### config.mk
export PLATFORM = sky130hd
export DESIGN_NAME = max_three_feeder
export DESIGN_NICKNAME = d
export VERILOG_FILES = /design/src/rtl/max_three_pkg.sv /design/src/rtl/max_three_feeder.sv
export SDC_FILE = /design/constraint.sdc
export NUM_CORES = 1
export LEC_CHECK = 0
export ABC_CLOCK_PERIOD_IN_PS = 3780
export CORE_MARGIN = 4
export CORE_UTILIZATION = 45
export DETAILED_ROUTE_END_ITERATION = 8
export GPL_ROUTABILITY_DRIVEN = 0
export GPL_TIMING_DRIVEN = 0
export PLACE_DENSITY = 0.83
export SKIP_CTS_REPAIR_TIMING = 1
export SLEW_MARGIN = 20
export SYNTH_ARGS = -nofsm -noshare
export SYNTH_HDL_FRONTEND = slang
export SYNTH_SLANG_ARGS = --single-unit
export TNS_END_PERCENT = 50
### constraint.sdc
create_clock -name ap_clk -period 3.78 [get_ports ap_clk]
set_clock_uncertainty 0.05 [all_clocks]
set_input_delay 0.945 -clock ap_clk [delete_from_list [all_inputs] [get_ports ap_clk]]
set_output_delay 0.945 -clock ap_clk [all_outputs]
set_load 0.01 [all_outputs]
### src/rtl/max_three_pkg.sv
// Shared definitions for the max-of-three operand feeder: default widths,
// FSM state encoding and operand slot encoding.
package max_three_pkg;

    localparam int DEF_DATA_W = 32;
    localparam int DEF_CNT_W  = 8;

    typedef enum logic [2:0] {
        ST_IDLE    = 3'd0,
        ST_COLLECT = 3'd1,
        ST_EVAL    = 3'd2,
        ST_OUT     = 3'd3,
        ST_DONE    = 3'd4
    } state_t;

    typedef enum logic [1:0] {
        SLOT_A = 2'd0,
        SLOT_B = 2'd1,
        SLOT_C = 2'd2
    } slot_t;

    // Slot C wraps back to A so the next triple starts cleanly.
    function automatic slot_t next_slot(input slot_t s);
        case (s)
            SLOT_A:  next_slot = SLOT_B;
            SLOT_B:  next_slot = SLOT_C;
            default: next_slot = SLOT_A;
        endcase
    endfunction

endpackage

### src/rtl/max_three_feeder.sv
// Operand sequencer for an external max-of-three core: packs stream words into
// (a, b, c) triples, registers the core result and streams it out per ap_start batch.
module max_three_feeder
    import max_three_pkg::*;
#(
    parameter int DATA_W = DEF_DATA_W,
    parameter int CNT_W  = DEF_CNT_W
) (
    input  logic              ap_clk,
    input  logic              ap_rst,
    input  logic              ap_start,
    output logic              ap_done,
    output logic              ap_idle,
    output logic              ap_ready,
    input  logic [CNT_W-1:0]  n_triples,
    input  logic [DATA_W-1:0] in_data,
    input  logic              in_valid,
    output logic              in_ready,
    output logic [DATA_W-1:0] op_a,
    output logic [DATA_W-1:0] op_b,
    output logic [DATA_W-1:0] op_c,
    input  logic [DATA_W-1:0] core_ret,
    output logic [DATA_W-1:0] out_data,
    output logic              out_valid,
    input  logic              out_ready
);

    state_t           r_state;
    state_t           w_state_nxt;
    slot_t            r_slot;
    logic [CNT_W-1:0] r_count;
    logic [CNT_W-1:0] r_n;
    logic [CNT_W-1:0] w_count_inc;

    // Width-exact increment: n = 2^CNT_W-1 is reached by count = 2^CNT_W-2, never wrapping.
    assign w_count_inc = r_count + {{(CNT_W-1){1'b0}}, 1'b1};

    always_ff @(posedge ap_clk) begin
        if (ap_rst) begin
            r_state  <= ST_IDLE;
            r_slot   <= SLOT_A;
            r_count  <= '0;
            r_n      <= '0;
            op_a     <= '0;
            op_b     <= '0;
            op_c     <= '0;
            out_data <= '0;
        end else begin
            r_state <= w_state_nxt;
            case (r_state)
                ST_IDLE: begin
                    if (ap_start) begin
                        r_n     <= n_triples;
                        r_count <= '0;
                        r_slot  <= SLOT_A;
                    end
                end
                ST_COLLECT: begin
                    if (in_valid) begin
                        case (r_slot)
                            SLOT_A:  op_a <= in_data;
                            SLOT_B:  op_b <= in_data;
                            default: op_c <= in_data;
                        endcase
                        r_slot <= next_slot(r_slot);
                    end
                end
                ST_EVAL: begin
                    out_data <= core_ret;
                end
                ST_OUT: begin
                    if (out_ready) begin
                        r_count <= w_count_inc;
                    end
                end
                default: begin
                end
            endcase
        end
    end

    always_comb begin
        w_state_nxt = r_state;
        case (r_state)
            ST_IDLE: begin
                if (ap_start) begin
                    w_state_nxt = (n_triples == '0) ? ST_DONE : ST_COLLECT;
                end
            end
            ST_COLLECT: begin
                if (in_valid && (r_slot == SLOT_C)) begin
                    w_state_nxt = ST_EVAL;
                end
            end
            ST_EVAL: begin
                w_state_nxt = ST_OUT;
            end
            ST_OUT: begin
                if (out_ready) begin
                    w_state_nxt = (w_count_inc == r_n) ? ST_DONE : ST_COLLECT;
                end
            end
            ST_DONE: begin
                w_state_nxt = ST_IDLE;
            end
            default: begin
                w_state_nxt = ST_IDLE;
            end
        endcase
    end

    // Handshake and control outputs decode purely from the registered state.
    assign ap_idle   = (r_state == ST_IDLE);
    assign in_ready  = (r_state == ST_COLLECT);
    assign out_valid = (r_state == ST_OUT);
    assign ap_done   = (r_state == ST_DONE);
    assign ap_ready  = (r_state == ST_DONE);

endmodule
==> key figures <==
Critical path
  • WP data required: 2.78 ns
  • Worst Setup End Kind: output pin
  • CP max FO: 10
  • Reg2reg setup slack: 1.55 ns
  • Worst EP arrival: 2.00 ns
  • Critical path launch point type: register
  • Type of the worst setup path: reg -> out

Clocking
  • TritonCTS Buffers: 17
  • CTS clock-pin slew for the worst setup and hold paths: 0.06 ns
  • H-Tree Depth: 4
  • CTS tree: done
  • Clock root buffer: clkbuf_16
  • # clock sinks: 149
  • Clk_lat worst skew: 0.42 ns
  • CTS Buffer Depth: 2

Yosys
  • Async set or reset register ratio after synthesis: 0
  • Sequential fraction of the synthesis area: 0.531
  • Largest area contributor in the netlist: dfxtp_1
  • Top_reg_cell synth: dfxtp_1
  • Number of flops mapped to enable cells by yosys: 0
  • Mapped Area: 5610 µm²
  • Syn Area/Cell: 7.81 µm²
  • Number of synthesized register bits: 149
  • Top cells by count, synth: 285 x nand2_1, 149 x dfxtp_1, 147 x a21oi_1
  • Synth Net Count: 797
  • Synth cell types: 43
  • Most numerous cell in the Yosys netlist: nand2_1
  • Post-Syn Instances: 719
  • Yosys warnings: 0
  • Ranking of synthesized cells by area: dfxtp_1 53%, nand2_1 19%, a21oi_1 13%, clkbuf_1 2.3%, buf_2 1.2%
  • Area fraction of the dominant cell type after synthesis: 0.531

STA
  • Period utilisation layout: 0.793
  • RSZ-0062 raised after global routing: false
  • Setup violations, final: 0
  • Final hold vios: 0
  • Final Max Slew Viols: 0
  • Final Critical Period: 3.00 ns
  • Post-route setup slack: 0.781 ns
  • Rel. slew slack: 0.441
  • Max Freq: 333 MHz
  • Worst hold margin: 0.402 ns
  • Setup_tns: 0 ns
  • Tightest Pin Transition: 0.832 ns

Power and ir drop
  • Internal cell power: 0.00321 W
  • Net Sw Frac: 0.240
  • Peak VDD IR: 340 µV
  • Sw Pwr: 0.00101 W
  • Power per cell area: 491 nW/µm²
  • Sequential share of power: 0.403
  • Combinational cell fraction of total power: 0.145
  • Clock share of power: 0.452
  • Pleak: 2.97 nW

Global route
  • GRT Total Usage: 0.251
  • Initial antenna violation count: 0
  • Largest net degree at the start of global routing: 17
  • First-pass GRT wire length: 28400 µm
  • Total grt overflow: 0
  • Vias in the first global route: 5504

Floorplan
  • IO Count: 210
  • Die X-Extent: 120 µm
  • Site Rows: 40
  • Starting density of the core: 0.464
  • Die Ht: 120 µm
  • Die area: 14300 µm²
  • Core area: 12100 µm²

Drt
  • DRT antenna net count: 0
  • Via count: 5736
  • Initial DRC count: 512
  • Wire per inst: 16.2 µm
  • Final WL: 18300 µm
  • Detail-routed via count per cell: 5.09
  • Drt drc: 0
  • Pre-antenna DRT Iters: 5

Cells and area
  • Final instance area: 8590 µm²
  • Post-Layout Cell Count: 1127
  • Final nets: 1025
  • Layout cells sized above 1: 0.0594
  • Antenna Cells: 0
  • Synthesis-to-layout area growth: 53.0%

Placed design
  • Number of buffers added on ports: 209
  • HPWL after detailed placement: 12900 µm
  • DP Cell Count: 1096
  • Dpl cell area: 7920 µm²
  • Dpl ws: 0.825 ns

Status
  • Outcome: finished clean

Hold path
  • Hold Crit Class: reg -> reg

Run
  • Maxcap violations: 0
-- area by class of cell --
type / count / area, µm²
Buffer: 52 / 238
Clock buffer: 23 / 508
Tap cell: 168 / 210
Clock inverter: 8 / 168
Timing Repair Buffer: 209 / 2090
Inverter: 1 / 3.75
Sequential cell: 149 / 2980
Fill cell: 1000 / 3520
Multi-Input combinational cell: 517 / 2390
-- flip-flops by register name (all words and copies together), names as in the netlist --
| signal | flops |
|---|---|
| op_c | 32 |
| r_count | 8 |
| r_slot | 2 |
| r_n | 8 |
| op_a | 32 |
| op_b | 32 |
| out_data | 32 |
| r_state | 3 |
-- power groups by stage --
stage | Clock (W) | Sequential (W) | Combinational (W)
finish | 0.00191 | 0.00170 | 0.000611
floorplan | 0 | 0.00175 | 0.000254
global route | 0.00200 | 0.00171 | 0.000660
CTS | 0.00192 | 0.00170 | 0.000613
detailed placement | 0 | 0.00173 | 0.000603
global placement | 0 | 0.00173 | 0.000597
-- logic make-up after synthesis --
group,synth area share
AO/OA/AOI/OAI,0.159
XOR/XNOR,0.0172
adder cells (fa/ha/maj),0.00223
buffers and inverters,0.0430
flip-flops,0.531
AND/OR/NAND/NOR,0.247
-- layer usage --
layer,share of wire,vias up,GRT usage
li1,-,2826,-
met1,0.41,2663,0.308
met2,0.48,211,0.415
met3,0.077,36,0.0735
met4,0.025,0,0.0974
met5,0,-,0
-- critical path, cell delays in order, from the launching register on --
cell and delay (ns):
dfxtp_1 0.37, buf_6 0.17, nor3b_1 0.34, buf_4 0.17
clkdlybuf4s50_1 0.53
-- cells in the final DEF, fill, tap and decap left out, types with 3 or more instances in the layout --
cell type        count
clkbuf_16           17
nand2_1            285
nand3_1              6
dfxtp_1            149
clkbuf_8             6
buf_2               13
nor3_1               6
nand4_1              3
buf_6                3
or4_1                3
xor2_1               6
bufinv_16            5
xnor2_1              5
nor2_1              13
a21oi_1            147
o21ai_0             10
and2_1               3
clkbuf_1            35
clkdlybuf4s50_1    209
-- path summary, 6_finish.rpt --
| check | from | end | cells after the start |
|---|---|---|---|
| max | r_state[1]$_SDFFE_PP0P_ | ap_ready | 4 |
| min | out_data[25]$_SDFFE_PP0P_ | out_data[25]$_SDFFE_PP0P_ | 2 |
| max reg2reg | r_count[0]$_SDFFE_PP0P_ | r_state[0]$_SDFFE_PP0P_ | 7 |
| min reg2reg | out_data[25]$_SDFFE_PP0P_ | out_data[25]$_SDFFE_PP0P_ | 2 |
-- per-stage QoR --
step | utilization | power, W
after floorplan | - | 0.00201
after global placement | 0.654 | 0.00232
after detailed placement | 0.654 | 0.00233
after CTS | 0.709 | 0.00424
after global routing | 0.709 | 0.00437
final | 0.709 | 0.00422
Power figures use the tool's default switching activity.
